`config.mk`:
```
export PLATFORM = sky130hd
export DESIGN_NAME = vc_sweep_gen
export DESIGN_NICKNAME = d
export VERILOG_FILES = /design/src/rtl/fatpuppy_sweep_pkg.sv /design/src/rtl/sweep_step_alu.sv /design/src/rtl/vc_sweep_gen.sv
export SDC_FILE = /design/constraint.sdc
export NUM_CORES = 1
export LEC_CHECK = 0
export BUFFER_PORTS_ARGS = -buffer_cell sky130_fd_sc_hd__buf_4
export CORE_ASPECT_RATIO = 1.25
export CORE_MARGIN = 2
export CORE_UTILIZATION = 30
export CTS_BUF_LIST = sky130_fd_sc_hd__clkbuf_4 sky130_fd_sc_hd__clkbuf_8
export DETAILED_ROUTE_END_ITERATION = 8
export HOLD_SLACK_MARGIN = 0.03
export SYNTH_ARGS = -nofsm -noshare
export SYNTH_HDL_FRONTEND = slang
export SYNTH_SLANG_ARGS = --single-unit
```
`constraint.sdc`:
```
create_clock -name CLK -period 3.2 [get_ports CLK]
set_clock_uncertainty 0.15 [all_clocks]
set_input_delay 0.16 -clock CLK [delete_from_list [all_inputs] [get_ports CLK]]
set_output_delay 0.16 -clock CLK [all_outputs]
set_load 0.05 [all_outputs]
```
`src/rtl/fatpuppy_sweep_pkg.sv`:
```
// Shared mode codes, direction codes and FSM state encoding for the VC sweep generator.
package fatpuppy_sweep_pkg;

   localparam logic [1:0] MODE_UP   = 2'd0;
   localparam logic [1:0] MODE_DOWN = 2'd1;
   localparam logic [1:0] MODE_TRI  = 2'd2;

   localparam logic DIR_UP   = 1'b0;
   localparam logic DIR_DOWN = 1'b1;

   typedef enum logic {
      ST_IDLE = 1'b0,
      ST_RUN  = 1'b1
   } state_e;

   // Reserved mode 3 sweeps upward like MODE_UP.
   function automatic logic start_dir(input logic [1:0] mode);
      return (mode == MODE_DOWN) ? DIR_DOWN : DIR_UP;
   endfunction

endpackage

```
`src/rtl/sweep_step_alu.sv`:
```
// Saturating add/subtract of one sweep step; flags when the result is pinned to a rail.
module sweep_step_alu #(
   parameter int WIDTH = 12
) (
   input  logic [WIDTH-1:0] value_i,
   input  logic [WIDTH-1:0] step_i,
   input  logic             dir_i,
   output logic [WIDTH-1:0] next_o,
   output logic             clip_o
);
   import fatpuppy_sweep_pkg::*;

   logic [WIDTH:0] sum_s;
   logic [WIDTH:0] diff_s;

   assign sum_s  = {1'b0, value_i} + {1'b0, step_i};
   assign diff_s = {1'b0, value_i} - {1'b0, step_i};

   // Carry out means overflow past full scale, borrow means below zero.
   always_comb begin
      next_o = value_i;
      clip_o = 1'b0;
      if (dir_i == DIR_DOWN) begin
         if (diff_s[WIDTH]) begin
            next_o = '0;
            clip_o = 1'b1;
         end else begin
            next_o = diff_s[WIDTH-1:0];
            clip_o = 1'b0;
         end
      end else begin
         if (sum_s[WIDTH]) begin
            next_o = '1;
            clip_o = 1'b1;
         end else begin
            next_o = sum_s[WIDTH-1:0];
            clip_o = 1'b0;
         end
      end
   end

endmodule

```
`src/rtl/vc_sweep_gen.sv`:
```
// Compensation-voltage DAC code sequencer: one point advance per (repeats+1) enabled ADC ticks,
// with up/down/triangle legs, looping, saturation and abort.
module vc_sweep_gen #(
   parameter int WIDTH = 12,
   parameter int CNTW  = 12
) (
   input  logic             CLK,
   input  logic             i_reset,
   input  logic             i_start,
   input  logic             i_abort,
   input  logic             i_enable,
   input  logic             i_stepTick,
   input  logic [1:0]       i_mode,
   input  logic             i_continuous,
   input  logic [WIDTH-1:0] i_start_val,
   input  logic [WIDTH-1:0] i_step,
   input  logic [CNTW-1:0]  i_steps,
   input  logic [CNTW-1:0]  i_repeats,
   output logic [WIDTH-1:0] o_value,
   output logic             o_stepping,
   output logic [CNTW-1:0]  o_pointIndex,
   output logic             o_busy,
   output logic             o_sweepDone,
   output logic             o_clipped
);
   import fatpuppy_sweep_pkg::*;

   localparam logic [CNTW-1:0] CNT_ONE = {{(CNTW-1){1'b0}}, 1'b1};

   state_e           state_q, state_d;
   logic [WIDTH-1:0] value_q, value_d;
   logic [CNTW-1:0]  idx_q, idx_d;
   logic [CNTW-1:0]  rep_q, rep_d;
   logic             dir_q, dir_d;
   logic             clipped_q, clipped_d;
   logic             stepping_q, stepping_d;
   logic             done_q, done_d;
   logic [1:0]       mode_q, mode_d;
   logic             cont_q, cont_d;
   logic [WIDTH-1:0] start_q, start_d;
   logic [WIDTH-1:0] step_q, step_d;
   logic [CNTW-1:0]  steps_q, steps_d;
   logic [CNTW-1:0]  repeats_q, repeats_d;

   logic             last_s;
   logic             single_s;
   logic             tri_s;
   logic             turn_s;
   logic             alu_dir_s;
   logic [WIDTH-1:0] alu_val_s;
   logic             alu_clip_s;

   // steps_q is stored already normalised, so it is never zero here.
   assign last_s    = (idx_q >= (steps_q - CNT_ONE));
   assign single_s  = (steps_q == CNT_ONE);
   assign tri_s     = (mode_q == MODE_TRI);
   assign turn_s    = last_s & tri_s & ~single_s;
   assign alu_dir_s = turn_s ? ~dir_q : dir_q;

   sweep_step_alu #(
      .WIDTH (WIDTH)
   ) u_alu (
      .value_i (value_q),
      .step_i  (step_q),
      .dir_i   (alu_dir_s),
      .next_o  (alu_val_s),
      .clip_o  (alu_clip_s)
   );

   // State and datapath registers; reset clears everything including the held value.
   always_ff @(posedge CLK) begin
      if (i_reset) begin
         state_q    <= ST_IDLE;
         value_q    <= '0;
         idx_q      <= '0;
         rep_q      <= '0;
         dir_q      <= DIR_UP;
         clipped_q  <= 1'b0;
         stepping_q <= 1'b0;
         done_q     <= 1'b0;
         mode_q     <= MODE_UP;
         cont_q     <= 1'b0;
         start_q    <= '0;
         step_q     <= '0;
         steps_q    <= CNT_ONE;
         repeats_q  <= '0;
      end else begin
         state_q    <= state_d;
         value_q    <= value_d;
         idx_q      <= idx_d;
         rep_q      <= rep_d;
         dir_q      <= dir_d;
         clipped_q  <= clipped_d;
         stepping_q <= stepping_d;
         done_q     <= done_d;
         mode_q     <= mode_d;
         cont_q     <= cont_d;
         start_q    <= start_d;
         step_q     <= step_d;
         steps_q    <= steps_d;
         repeats_q  <= repeats_d;
      end
   end

   // Next-state logic: abort beats start, and both swallow a coincident tick.
   always_comb begin
      state_d    = state_q;
      value_d    = value_q;
      idx_d      = idx_q;
      rep_d      = rep_q;
      dir_d      = dir_q;
      clipped_d  = clipped_q;
      stepping_d = 1'b0;
      done_d     = 1'b0;
      mode_d     = mode_q;
      cont_d     = cont_q;
      start_d    = start_q;
      step_d     = step_q;
      steps_d    = steps_q;
      repeats_d  = repeats_q;

      if (i_abort) begin
         state_d = ST_IDLE;
      end else if (i_start) begin
         mode_d     = i_mode;
         cont_d     = i_continuous;
         start_d    = i_start_val;
         step_d     = i_step;
         steps_d    = (i_steps == '0) ? CNT_ONE : i_steps;
         repeats_d  = i_repeats;
         value_d    = i_start_val;
         idx_d      = '0;
         rep_d      = '0;
         clipped_d  = 1'b0;
         dir_d      = start_dir(i_mode);
         stepping_d = 1'b1;
         state_d    = ST_RUN;
      end else if ((state_q == ST_RUN) && i_stepTick && i_enable) begin
         if (rep_q < repeats_q) begin
            rep_d = rep_q + CNT_ONE;
         end else begin
            rep_d = '0;
            if (!last_s) begin
               idx_d      = idx_q + CNT_ONE;
               value_d    = alu_val_s;
               clipped_d  = clipped_q | alu_clip_s;
               stepping_d = 1'b1;
            end else if (!tri_s || single_s) begin
               // End of a straight sweep (or a one-point triangle): loop back or stop.
               done_d = 1'b1;
               if (cont_q) begin
                  value_d    = start_q;
                  idx_d      = '0;
                  stepping_d = 1'b1;
               end else begin
                  state_d = ST_IDLE;
               end
            end else if (dir_q == DIR_UP) begin
               dir_d      = DIR_DOWN;
               idx_d      = CNT_ONE;
               value_d    = alu_val_s;
               clipped_d  = clipped_q | alu_clip_s;
               stepping_d = 1'b1;
            end else begin
               done_d = 1'b1;
               if (cont_q) begin
                  dir_d      = DIR_UP;
                  idx_d      = CNT_ONE;
                  value_d    = alu_val_s;
                  clipped_d  = clipped_q | alu_clip_s;
                  stepping_d = 1'b1;
               end else begin
                  state_d = ST_IDLE;
               end
            end
         end
      end else begin
         state_d = state_q;
      end
   end

   assign o_value      = value_q;
   assign o_stepping   = stepping_q;
   assign o_pointIndex = idx_q;
   assign o_busy       = (state_q == ST_RUN);
   assign o_sweepDone  = done_q;
   assign o_clipped    = clipped_q;

endmodule

```
==> results of run 1 <==
## registers in the layout (all words and copies together), names as in the netlist, 2 cells and up
register / cells
steps_q: 12
o_value: 12
mode_q: 2
step_q: 12
repeats_q: 12
start_q: 12
rep_q: 12
o_pointIndex: 12
## metrics by stage
step                utilization [%]  hold WS, ns  power [mW]  setup TNS, ns  area, um^2
floorplan                         -       0.1385       1.797      -0.005231        5879
global placement              36.95       0.2596       2.107        -0.9730        7141
detailed placement            36.95       0.2674       2.111         -1.380        7141
CTS                           40.98      0.07109       2.909        -0.2504        7920
global route                  41.89      0.08927       3.090         -4.346        8097
finish                        41.89      0.08706       2.933        -0.3780        8097
## timing repair
item,in CTS,in global routing
setup endpoints to repair,23,26
buffers inserted,0,6
pin swaps,12,12
hold buffers,59,0
gates cloned,0,1
gates resized for setup,12,35
endpoints found under the hold margin,56,0
## how the worst max path moves through the flow
stage	start	end	slack (ns)	cells past startpoint
final	steps_q[7]$_SDFFE_PP0P_	o_value[2]$_SDFFE_PP0P_	-0.1	14
after CTS	steps_q[7]$_SDFFE_PP0P_	o_value[3]$_SDFFE_PP0P_	-0.06	13
after global routing	steps_q[7]$_SDFFE_PP0P_	o_value[4]$_SDFFE_PP0P_	-0.28	13
after global placement	steps_q[7]$_SDFFE_PP0P_	o_value[0]$_SDFFE_PP0P_	-0.14	13
after detailed placement	steps_q[7]$_SDFFE_PP0P_	o_value[8]$_SDFFE_PP0P_	-0.16	14
after floorplan	steps_q[7]$_SDFFE_PP0P_	o_value[11]$_SDFFE_PP0P_	-0.005	14
## metal layers
metal	vias up	global-route usage (%)	wire [um]
met5	-	0	0
met1	2679	21.26	7809
met3	27	1.910	599
met2	107	29.00	8427
li1	3005	-	-
met4	0	7.658	506
## area by class of cell
| class | count | area, um^2 |
|---|---|---|
| Clock inverter | 5 | 30.03 |
| Sequential cell | 92 | 1847 |
| Timing Repair Buffer | 209 | 1759 |
| Inverter | 49 | 183.9 |
| Clock buffer | 10 | 131.4 |
| Fill cell | 1981 | 11230 |
| Tap cell | 265 | 331.6 |
| Multi-Input combinational cell | 587 | 3814 |
## worst max-delay path, cell delays in order, from the launching register on
cell                       delay (ns)
sky130_fd_sc_hd__dfxtp_2         0.34
sky130_fd_sc_hd__nor4_4          0.27
sky130_fd_sc_hd__or2b_1          0.29
sky130_fd_sc_hd__nor2_1          0.13
sky130_fd_sc_hd__xnor2_1         0.13
sky130_fd_sc_hd__ha_1            0.27
sky130_fd_sc_hd__a211oi_2        0.18
sky130_fd_sc_hd__o21ai_1         0.10
sky130_fd_sc_hd__a21oi_2         0.19
sky130_fd_sc_hd__nor4_2          0.09
sky130_fd_sc_hd__or3_4           0.39
sky130_fd_sc_hd__o211ai_4        0.28
sky130_fd_sc_hd__buf_4           0.17
sky130_fd_sc_hd__a21oi_2         0.03
sky130_fd_sc_hd__a211oi_2        0.20
## report_power, final
group	total, mW	internal, mW	switching [mW]
clock	0.732	0.283	0.449
sequential	1.24	1.19	0.0436
combinational	0.965	0.451	0.515
## cell families (layout without fill, tap and decap cells)
kind of cell	Yosys count	count (layout)	synth area share, %
DFF	92	92	31.43
xor gates and xnor gates	48	48	7.175
muxes	4	4	0.6833
adders and majority gates	53	53	11.57
buffers and inverters	89	273	5.936
AOI/OAI and AO/OA	180	180	19.69
and+or+nand+nor	302	302	23.51
## cell usage in the layout, fill, tap and decap left out, types with 4 or more instances in the layout
cell type and instances:
sky130_fd_sc_hd__buf_4 142, sky130_fd_sc_hd__nand2_1 126, sky130_fd_sc_hd__dfxtp_1 88, sky130_fd_sc_hd__nor2_1 73, sky130_fd_sc_hd__a21oi_1 69, sky130_fd_sc_hd__dlygate4sd3_1 59
sky130_fd_sc_hd__ha_1 51, sky130_fd_sc_hd__inv_1 48, sky130_fd_sc_hd__xnor2_1 25, sky130_fd_sc_hd__xor2_1 23, sky130_fd_sc_hd__o21ai_0 18, sky130_fd_sc_hd__a211oi_1 15
sky130_fd_sc_hd__nand3_1 14, sky130_fd_sc_hd__nor3_1 12, sky130_fd_sc_hd__nand4_1 12, sky130_fd_sc_hd__and3_1 9, sky130_fd_sc_hd__clkbuf_8 9, sky130_fd_sc_hd__o21a_1 8
sky130_fd_sc_hd__nor4_1 7, sky130_fd_sc_hd__o21ai_1 7, sky130_fd_sc_hd__and2_1 7, sky130_fd_sc_hd__or3_1 6, sky130_fd_sc_hd__buf_6 6, sky130_fd_sc_hd__nor3b_1 5
sky130_fd_sc_hd__nor2b_1 5, sky130_fd_sc_hd__o31ai_1 5, sky130_fd_sc_hd__a211oi_2 4, sky130_fd_sc_hd__nor2_2 4, sky130_fd_sc_hd__a21o_1 4, sky130_fd_sc_hd__mux2i_1 4
sky130_fd_sc_hd__nand2b_1 4, sky130_fd_sc_hd__o22ai_1 4, sky130_fd_sc_hd__a221oi_1 4, sky130_fd_sc_hd__dfxtp_2 4
==> results by group, run 1 <==
Outcome
  – Run status: finished, violations left
  – Violations in the final reports: negative setup slack

Global route
  – Global-route usage over all layers: 16.98%
  – Initial antenna violation count: 0
  – Maximum number of pins on one net before global-route repair: 73
  – Vias in the first global route: 5676
  – Grt ovf: 0
  – Wire length of the first global-routing pass: 27970 um

Clock tree
  – Maximum number of buffers from clock root to sink: 2
  – Clock buffer count from CTS: 9
  – Clock net sink count: 92
  – Worst-Skew Late Latency: 0.39 ns
  – Clock Pin Slew Worst Setup and Hold Paths: 0.10 ns
  – H-tree lvl count: 3
  – Clock root buffer master: sky130_fd_sc_hd__clkbuf_8
  – TritonCTS clock tree: yes

Critical path
  – Worst-path maximum fanout: 7
  – CP required: 3.37 ns
  – Crit Path Class: reg -> reg
  – Element type at the critical path end: flip-flop
  – Setup slack of the worst register-to-register path: -0.1 ns
  – R2r worst-path depth: 14
  – Startpoint of the most critical register-to-register path: steps_q[7]$_SDFFE_PP0P_
  – Critical Path Start Type: flip-flop
  – Critical path data arrival time: 3.46 ns
  – Reg-to-reg critical path endpoint: o_value[2]$_SDFFE_PP0P_

Synth
  – Number of enable flip-flop cells after synthesis: 0
  – Commonest cells post-synth: sky130_fd_sc_hd__nand2_1 (128), sky130_fd_sc_hd__dfxtp_1 (92), sky130_fd_sc_hd__nor2_1 (78)
  – Asr flop ratio synth: 0%
  – Cell with the most instances after synthesis: sky130_fd_sc_hd__nand2_1
  – Area share of the largest cell type after synthesis: 31.43%
  – Main area contributors after synthesis: sky130_fd_sc_hd__dfxtp_1 (31%), sky130_fd_sc_hd__ha_1 (11%), sky130_fd_sc_hd__nand2_1 (8.2%)
  – Number of distinct library cells after synthesis: 62
  – Synthesized area divided by synthesized cell count: 7.629 um^2
  – Post-synthesis sequential area ratio: 31.43%
  – Total standard cell area after synthesis: 5859 um^2
  – Number of storage elements in the synthesis netlist: 92
  – Most used flip-flop cell after synthesis: sky130_fd_sc_hd__dfxtp_1
  – Number of nets in the synthesized netlist: 878
  – Largest area contributor in the netlist: sky130_fd_sc_hd__dfxtp_1
  – YS warnings: 0
  – Post-Syn Instances: 768

Place
  – Number of cells after detailed placement: 1136
  – Post-Place Worst Slack: -0.1632 ns
  – RD Place Congestion: 0.8295
  – Final HPWL from detailed placement: 12560 um
  – Count of port buffers added during placement: 84

Routing
  – Total Wirelength: 17340 um
  – Ratio of routed vias to standard cells: 4.781
  – WL per Instance: 14.25 um
  – DRC violation total after the first TritonRoute iteration: 280
  – Number of search-and-repair iterations in the first detailed-routing pass: 4
  – DRC violation count after routing: 0
  – DRT antenna net count: 0
  – Vias post-DR: 5818

Min path
  – Hold path start: i_enable
  – Hold Path Cell Cnt: 4
  – Class of the worst hold path: in -> reg
  – Capture endpoint of the worst hold path: o_busy$_SDFFE_PP0P_

Cells and area
  – Share of layout cells above drive strength 1: 21.64%
  – Non-filler instance count after layout: 1217
  – Antenna Cells: 0
  – Synthesis-to-layout area growth: 38.18%
  – Count of nets after finishing: 1058

Die
  – Die Width: 129 um
  – Number of standard-cell rows in the floorplan: 57
  – Core area: 19330 um^2
  – I/O pin total: 85
  – Starting utilization of the core area: 30.32%
  – Die area: 20670 um^2
  – Die Span Y: 160.3 um

STA
  – Min setup slack post-route: -0.09571 ns
  – Portion of the clock cycle consumed by the worst path in the final layout: 103.0%
  – Transition time of the tightest slew-check pin: 0.8857 ns
  – Period minus WS final: 3.296 ns
  – Max-slew violation total from the final report: 0
  – Total of endpoints with negative setup slack in the final report: 8
  – Worst relative slew slack: 40.95%
  – Maximum clock rate: 303.4 MHz
  – Unrepaired setup endpoints after global routing: yes
  – Count of endpoints failing hold in the final timing report: 0

Power
  – IR drop worst, VDD: 0.1844 mV
  – Power per standard cell area: 362.3 nW/um^2
  – Pleak: 3.300 nW

Flow run
  – Count of max-cap constraint violations: 0
Note: power is estimated with default switching activity, not from simulation.
==> inputs of run 2 (changes only) <==
--- a/config.mk
+++ b/config.mk
@@ -12,6 +12,7 @@
 export CTS_BUF_LIST = sky130_fd_sc_hd__clkbuf_4 sky130_fd_sc_hd__clkbuf_8
 export DETAILED_ROUTE_END_ITERATION = 8
 export HOLD_SLACK_MARGIN = 0.03
+export RECOVER_POWER = 50
 export SYNTH_ARGS = -nofsm -noshare
 export SYNTH_HDL_FRONTEND = slang
 export SYNTH_SLANG_ARGS = --single-unit
==> results by group, run 2 (same netlist as run 1, synthesis figures left out) <==
Outcome
  – Run status: finished, violations left (unchanged)
  – Violations in the final reports: max-capacitance violations, max-slew violations, negative setup slack (was negative setup slack)

Min path
  – Hold Path Cell Cnt: 4 (unchanged)
  – Capture endpoint of the worst hold path: o_busy$_SDFFE_PP0P_ (unchanged)
  – Hold path start: i_enable (unchanged)
  – Class of the worst hold path: in -> reg (unchanged)

Critical path
  – CP required: 3.37 ns (about the same)
  – Startpoint of the most critical register-to-register path: steps_q[7]$_SDFFE_PP0P_ (unchanged)
  – Worst-path maximum fanout: 7 (unchanged)
  – Setup crit start: steps_q[7]$_SDFFE_PP0P_ (unchanged)
  – Crit Path Class: reg -> reg (unchanged)
  – Critical Path Start Type: flip-flop (unchanged)
  – Element type at the critical path end: flip-flop (unchanged)
  – Critical path data arrival time: 3.46 ns (about the same)
  – R2r worst-path depth: 14 (unchanged)
  – Reg-to-reg critical path endpoint: o_value[2]$_SDFFE_PP0P_ (unchanged)
  – Setup slack of the worst register-to-register path: -0.09 ns (was -0.1 ns)

Global route
  – Maximum number of pins on one net before global-route repair: 73 (unchanged)
  – Initial antenna violation count: 0 (unchanged)
  – Wire length of the first global-routing pass: 27970 um (unchanged)
  – Global-route usage over all layers: 16.98% (unchanged)
  – Grt ovf: 0 (unchanged)
  – Vias in the first global route: 5676 (unchanged)

Clock tree
  – Maximum number of buffers from clock root to sink: 2 (unchanged)
  – Clock buffer count from CTS: 9 (unchanged)
  – Clock net sink count: 92 (unchanged)
  – Clock Pin Slew Worst Setup and Hold Paths: 0.10 ns (about the same)
  – TritonCTS clock tree: yes (unchanged)
  – Worst-Skew Late Latency: 0.39 ns (about the same)
  – H-tree lvl count: 3 (unchanged)
  – Clock root buffer master: sky130_fd_sc_hd__clkbuf_8 (unchanged)

Power
  – Psw: 1.007 mW (was 1.008 mW)
  – Switch share: 34.50% (was 34.36%)
  – Pleak: 3.179 nW (was 3.300 nW)
  – Portion of total power attributed to the clock network: 25.1% (was 25.0%)
  – IR drop worst, VDD: 0.1828 mV (was 0.1844 mV)
  – Reg power frac: 42.3% (was 42.1%)
  – Combinational fraction of design power: 32.6% (was 32.9%)
  – Power per standard cell area: 365.7 nW/um^2 (was 362.3 nW/um^2)
  – Pint: 1.913 mW (was 1.926 mW)
  – Overall Power: 2.920 mW (was 2.933 mW)

Routing
  – DRT antenna net count: 0 (unchanged)
  – Routed metal-1 wirelength: 7837 um (was 7809 um)
  – Top layer in use: met4 (unchanged)
  – Number of search-and-repair iterations in the first detailed-routing pass: 4 (unchanged)
  – Ratio of routed vias to standard cells: 4.763 (was 4.781)
  – Routed met2 length: 8427 um (unchanged)
  – Routed length on met3: 586 um (was 599 um)
  – Vias post-DR: 5796 (was 5818)
  – Total Wirelength: 17330 um (was 17340 um)
  – WL per Instance: 14.24 um (was 14.25 um)
  – DRC violation count after routing: 0 (unchanged)
  – DRC violation total after the first TritonRoute iteration: 296 (was 280)

STA
  – Worst relative slew slack: -11.11% (was 40.95%)
  – Min setup slack post-route: -0.09408 ns (was -0.09571 ns)
  – Transition time of the tightest slew-check pin: 1.667 ns (was 0.8857 ns)
  – Max-slew violation total from the final report: 40 (was 0)
  – Maximum clock rate: 303.6 MHz (was 303.4 MHz)
  – Post-route worst hold slack: 0.09129 ns (was 0.08706 ns)
  – Unrepaired setup endpoints after global routing: yes (unchanged)
  – Portion of the clock cycle consumed by the worst path in the final layout: 102.9% (was 103.0%)
  – Total of endpoints with negative setup slack in the final report: 8 (unchanged)
  – Period minus WS final: 3.294 ns (was 3.296 ns)
  – Count of endpoints failing hold in the final timing report: 0 (unchanged)

Cells and area
  – Fillers: 2007 (was 1981)
  – Count of nets after finishing: 1058 (unchanged)
  – Most frequent cells in the layout: sky130_fd_sc_hd__nand2_1 (126), sky130_fd_sc_hd__buf_4 (113), sky130_fd_sc_hd__dfxtp_1 (88) (was sky130_fd_sc_hd__buf_4 (142), sky130_fd_sc_hd__nand2_1 (126), sky130_fd_sc_hd__dfxtp_1 (88))
  – Final standard cell utilization of the core: 41.32% (was 41.89%)
  – Synthesis-to-layout area growth: 36.28% (was 38.18%)
  – Non-filler instance count after layout: 1217 (unchanged)
  – Most frequent standard cell in the layout excluding fill and tap cells: sky130_fd_sc_hd__nand2_1 (was sky130_fd_sc_hd__buf_4)
  – Area occupied by registers: 1847 um^2 (unchanged)
  – Antenna Cells: 0 (unchanged)
  – Combined area of the multi-input logic cells: 3811 um^2 (was 3814 um^2)
  – Share of layout cells above drive strength 1: 18.49% (was 21.64%)

Die
  – Starting utilization of the core area: 30.32% (unchanged)
  – Die area: 20670 um^2 (unchanged)
  – Core area: 19330 um^2 (unchanged)
  – Die Span Y: 160.3 um (unchanged)
  – I/O pin total: 85 (unchanged)
  – Number of standard-cell rows in the floorplan: 57 (unchanged)
  – Die Width: 129 um (unchanged)

Place
  – RD Place Congestion: 0.8295 (unchanged)
  – Post-Place Worst Slack: -0.1632 ns (unchanged)
  – Number of cells after detailed placement: 1136 (unchanged)
  – Final HPWL from detailed placement: 12560 um (unchanged)
  – Count of port buffers added during placement: 84 (unchanged)

Flow run
  – Count of max-cap constraint violations: 1 (was 0)
==> run 2: cell type report <==
class | count | share of cell area, %
well taps | 265 | 4.152
flip-flops and latches | 92 | 23.13
inverters | 49 | 2.303
clock buffers | 10 | 1.645
repair buffers | 209 | 20.67
multi-input cells | 587 | 47.73
clock inverters | 5 | 0.3761
==> run 2: how the worst max path moves through the flow <==
stage | endpoint | depth (start not counted) | slack (ns)
final | o_value[2]$_SDFFE_PP0P_ | 14 | -0.09
after CTS | o_value[3]$_SDFFE_PP0P_ | 13 | -0.06
after floorplan | o_value[11]$_SDFFE_PP0P_ | 14 | -0.005
after global placement | o_value[0]$_SDFFE_PP0P_ | 13 | -0.14
after detailed placement | o_value[8]$_SDFFE_PP0P_ | 14 | -0.16
after global routing | o_value[4]$_SDFFE_PP0P_ | 13 | -0.28
==> run 2: worst max-delay path, stage by stage (launching register included) <==
cell and delay [ns]:
sky130_fd_sc_hd__dfxtp_2 0.34, sky130_fd_sc_hd__nor4_4 0.27, sky130_fd_sc_hd__or2b_1 0.29, sky130_fd_sc_hd__nor2_1 0.12, sky130_fd_sc_hd__xnor2_1 0.13, sky130_fd_sc_hd__ha_1 0.27, sky130_fd_sc_hd__a211oi_2 0.18, sky130_fd_sc_hd__o21ai_1 0.10
sky130_fd_sc_hd__a21oi_2 0.19, sky130_fd_sc_hd__nor4_2 0.09, sky130_fd_sc_hd__or3_4 0.39, sky130_fd_sc_hd__o211ai_4 0.28, sky130_fd_sc_hd__buf_4 0.17, sky130_fd_sc_hd__a21oi_2 0.03, sky130_fd_sc_hd__a211oi_2 0.20
==> run 2: power groups by stage <==
stage	sequential, mW	combinational (mW)	clock, mW
after floorplan	1.30	0.494	0
after global placement	1.26	0.846	0
after detailed placement	1.26	0.850	0
after CTS	1.23	0.917	0.757
after global routing	1.24	1.05	0.788
final	1.23	0.952	0.733
==> run 2: metrics by stage <==
step | area (um^2) | setup TNS [ns]
after floorplan | 5879 | -0.005231
after CTS | 7920 | -0.2504
final | 7985 | -0.3618
after global placement | 7141 | -0.9730
after global routing | 7985 | -4.345
after detailed placement | 7141 | -1.380
==> run 2: repair_timing <==
| action | CTS | global route |
|---|---|---|
| gates cloned | 0 | 1 |
| pin swaps | 12 | 12 |
| gates resized for setup | 12 | 35 |
| setup buffers | 0 | 6 |
| setup endpoints to repair | 23 | 26 |
| hold endpoints to repair | 56 | 0 |
| hold buffers | 59 | 0 |
==> run 2: per-layer routing <==
layer  vias up  track usage, %
met2       104           29.00
met3        25           1.910
li1       3006               -
met4         0           7.658
met1      2661           21.26
met5         -               0
==> inputs of run 3 (changes only) <==
--- a/config.mk
+++ b/config.mk
@@ -9,10 +9,11 @@
 export CORE_ASPECT_RATIO = 1.25
 export CORE_MARGIN = 2
 export CORE_UTILIZATION = 30
-export CTS_BUF_LIST = sky130_fd_sc_hd__clkbuf_4 sky130_fd_sc_hd__clkbuf_8
+export CTS_BUF_LIST = sky130_fd_sc_hd__clkbuf_8
 export DETAILED_ROUTE_END_ITERATION = 8
 export HOLD_SLACK_MARGIN = 0.03
 export RECOVER_POWER = 50
+export SKIP_LAST_GASP = 1
 export SYNTH_ARGS = -nofsm -noshare
 export SYNTH_HDL_FRONTEND = slang
 export SYNTH_SLANG_ARGS = --single-unit
==> results by group, run 3 (same netlist as run 1, synthesis figures left out) <==
Min path
  – Capture endpoint of the worst hold path: o_busy$_SDFFE_PP0P_ (unchanged)
  – Hold Path Cell Cnt: 4 (unchanged)
  – Class of the worst hold path: in -> reg (unchanged)
  – Hold path start: i_enable (unchanged)

Critical path
  – Crit Path Class: reg -> reg (unchanged)
  – CP Buf/Inv Count: 0 (was 1)
  – Family with the most delay on the worst path: simple AND/OR/NAND/NOR gates (unchanged)
  – Master of the slowest instance on the critical path: sky130_fd_sc_hd__a2111oi_0 (was sky130_fd_sc_hd__or3_4)
  – Worst-path maximum fanout: 5 (was 7)
  – Startpoint of the most critical register-to-register path: steps_q[2]$_SDFFE_PP0P_ (was steps_q[7]$_SDFFE_PP0P_)
  – CP required: 3.29 ns (was 3.37 ns)
  – Setup slack of the worst register-to-register path: -0.07 ns (was -0.09 ns)
  – Reg-to-reg critical path endpoint: o_value[11]$_SDFFE_PP0P_ (was o_value[2]$_SDFFE_PP0P_)
  – Critical Path Start Type: flip-flop (unchanged)
  – CP Cell Sequence: nor2_1 > nand3_1 > nor4_2 > xnor2_1 > ha_1 > nand4_1 > nor2_1 > a21oi_2 > nor4_2 > or3_4 > o21ai_2 > a2111oi_0 > a221oi_1 (was nor4_4 > or2b_1 > nor2_1 > xnor2_1 > ha_1 > a211oi_2 > o21ai_1 > a21oi_2 > nor4_2 > or3_4 > o211ai_4 > buf_4 > a21oi_2 > a211oi_2)
  – Element type at the critical path end: flip-flop (unchanged)
  – R2r worst-path depth: 13 (was 14)
  – Critical path data arrival time: 3.36 ns (was 3.46 ns)
  – Worst stage delay on the critical path: 0.45 ns (was 0.39 ns)

Cells and area
  – Share of layout cells above drive strength 1: 17.11% (was 18.49%)
  – Antenna Cells: 0 (unchanged)
  – Synthesis-to-layout area growth: 34.25% (was 36.28%)
  – Non-filler instance count after layout: 1212 (was 1217)
  – Final design area excluding fillers: 7866 um^2 (was 7985 um^2)
  – Count of nets after finishing: 1053 (was 1058)
  – Final standard cell utilization of the core: 40.70% (was 41.32%)
  – Most frequent standard cell in the layout excluding fill and tap cells: sky130_fd_sc_hd__nand2_1 (unchanged)
  – Most frequent cells in the layout: sky130_fd_sc_hd__nand2_1 (127), sky130_fd_sc_hd__buf_4 (115), sky130_fd_sc_hd__dfxtp_1 (88) (was sky130_fd_sc_hd__nand2_1 (126), sky130_fd_sc_hd__buf_4 (113), sky130_fd_sc_hd__dfxtp_1 (88))

Clock tree
  – Clock Pin Slew Worst Setup and Hold Paths: 0.10 ns (about the same)
  – Maximum number of buffers from clock root to sink: 2 (unchanged)
  – Clock net sink count: 92 (unchanged)
  – H-tree lvl count: 3 (unchanged)
  – Clock root buffer master: sky130_fd_sc_hd__clkbuf_8 (unchanged)
  – TritonCTS clock tree: yes (unchanged)
  – Clock buffer count from CTS: 9 (unchanged)
  – Worst-Skew Late Latency: 0.39 ns (about the same)

Routing
  – Number of search-and-repair iterations in the first detailed-routing pass: 4 (unchanged)
  – DRC violation total after the first TritonRoute iteration: 262 (was 296)
  – Vias post-DR: 5785 (was 5796)
  – WL per Instance: 14.22 um (was 14.24 um)
  – Ratio of routed vias to standard cells: 4.773 (was 4.763)
  – Total Wirelength: 17230 um (was 17330 um)
  – DRC violation count after routing: 0 (unchanged)
  – DRT antenna net count: 0 (unchanged)

STA
  – Min setup slack post-route: -0.07273 ns (was -0.09408 ns)
  – Count of endpoints failing hold in the final timing report: 0 (unchanged)
  – Maximum clock rate: 305.6 MHz (was 303.6 MHz)
  – Portion of the clock cycle consumed by the worst path in the final layout: 102.3% (was 102.9%)
  – Worst relative slew slack: -12.46% (was -11.11%)
  – Unrepaired setup endpoints after global routing: yes (unchanged)
  – Max-slew violation total from the final report: 40 (unchanged)
  – Total of endpoints with negative setup slack in the final report: 8 (unchanged)
  – Period minus WS final: 3.273 ns (was 3.294 ns)
  – Total negative slack: -0.2263 ns (was -0.3618 ns)
  – Transition time of the tightest slew-check pin: 1.687 ns (was 1.667 ns)

Global route
  – Global-route usage over all layers: 16.98% (about the same)
  – Global routing's busiest layer: met2 (unchanged)
  – Initial antenna violation count: 0 (unchanged)
  – M1 GR Usage: 21.28% (was 21.26%)
  – Grt ovf: 0 (unchanged)
  – Maximum number of pins on one net before global-route repair: 73 (unchanged)
  – Met3 global-route usage: 1.910% (unchanged)
  – Met2 capacity usage during global routing: 29.00% (unchanged)
  – Wire length of the first global-routing pass: 27990 um (was 27970 um)
  – Vias in the first global route: 5673 (was 5676)

Place
  – Post-Place Worst Slack: -0.1632 ns (unchanged)
  – RD Place Congestion: 0.8295 (unchanged)
  – Placed Instance Area: 7141 um^2 (unchanged)
  – Number of cells after detailed placement: 1136 (unchanged)
  – Final HPWL from detailed placement: 12560 um (unchanged)
  – Count of port buffers added during placement: 84 (unchanged)

Power
  – IR drop worst, VDD: 0.1925 mV (was 0.1828 mV)
  – Power per standard cell area: 365.7 nW/um^2 (about the same)
  – Pint: 1.881 mW (was 1.913 mW)
  – Reg power frac: 42.9% (was 42.3%)
  – Switch share: 34.60% (was 34.50%)
  – Combinational fraction of design power: 32.0% (was 32.6%)
  – Psw: 0.9952 mW (was 1.007 mW)
  – Portion of total power attributed to the clock network: 25.1% (about the same)
  – Pleak: 3.138 nW (was 3.179 nW)

Die
  – Die Width: 129 um (unchanged)
  – Die area: 20670 um^2 (unchanged)
  – Die Span Y: 160.3 um (unchanged)
  – I/O pin total: 85 (unchanged)
  – Number of standard-cell rows in the floorplan: 57 (unchanged)
  – Starting utilization of the core area: 30.32% (unchanged)
  – Core area: 19330 um^2 (unchanged)

Flow run
  – Count of max-cap constraint violations: 1 (unchanged)

Outcome
  – Run status: finished, violations left (unchanged)
  – Violations in the final reports: max-capacitance violations, max-slew violations, negative setup slack (unchanged)
[run 3: changes by cell type in the layout (fill, tap and decap cells not counted), moves of 2 or more]
cell                      previous run  this run
sky130_fd_sc_hd__a21oi_2             3         1
sky130_fd_sc_hd__o21ai_1             7         5
sky130_fd_sc_hd__and2_4              2         0
sky130_fd_sc_hd__buf_4             113       115
sky130_fd_sc_hd__o21ai_0            18        20
sky130_fd_sc_hd__a21oi_1            69        71
sky130_fd_sc_hd__buf_6               6         0
[run 3: final cells by class]
cell class	instances	area (um^2)
flip-flops and latches	92	1847
clock inverters	6	33.78
repair buffers	204	1583
multi-input cells	587	3764
clock buffers	9	123.9
well taps	265	331.6
fillers	2031	11460
inverters	49	183.9
[run 3: worst reg2reg max path: cells and delay by family (launching register included)]
kind	cells	cell delay, ns
simple gates	7	1.46
xor+xnor	1	0.12
flops	1	0.31
fa+ha+maj	1	0.29
compound gates	4	0.81
[run 3: what timing repair did]
item / in CTS / in global routing
hold buffers: 59 / 0
endpoints found under the hold margin: 56 / 0
setup endpoints to repair: 23 / 26
resized for setup: 11 / 13
pin swaps: 12 / 4
setup buffers: 0 / 2
[run 3: power groups by stage]
stage,logic (mW),clock network [mW],registers (mW)
2_1_floorplan,0.494,0,1.30
3_3_place_gp,0.846,0,1.26
3_5_place_dp,0.850,0,1.26
4_1_cts,0.917,0.746,1.23
5_1_grt,1.02,0.776,1.24
6_report,0.919,0.723,1.23
[run 3: worst max-delay path by stage]
stage	from	endpoint	slack (ns)	depth (start not counted)
2_1_floorplan	steps_q[7]$_SDFFE_PP0P_	o_value[11]$_SDFFE_PP0P_	-0.005	14
3_3_place_gp	steps_q[7]$_SDFFE_PP0P_	o_value[0]$_SDFFE_PP0P_	-0.14	13
3_5_place_dp	steps_q[7]$_SDFFE_PP0P_	o_value[8]$_SDFFE_PP0P_	-0.16	14
4_1_cts	steps_q[7]$_SDFFE_PP0P_	o_value[3]$_SDFFE_PP0P_	-0.06	13
5_1_grt	steps_q[2]$_SDFFE_PP0P_	o_value[11]$_SDFFE_PP0P_	-0.32	13
6_report	steps_q[2]$_SDFFE_PP0P_	o_value[11]$_SDFFE_PP0P_	-0.07	13
[run 3: layer usage]
metal	part of all wire (%)	wire, um
met1	45	7748
met2	49	8401
met3	3.3	576
met4	2.9	504
met5	0	0
[run 3: stage by stage]
step,hold WS (ns),power [mW]
after floorplan,0.1385,1.797
after global placement,0.2596,2.107
after detailed placement,0.2674,2.111
after CTS,0.07109,2.898
after global routing,0.07685,3.033
final,0.08048,2.876
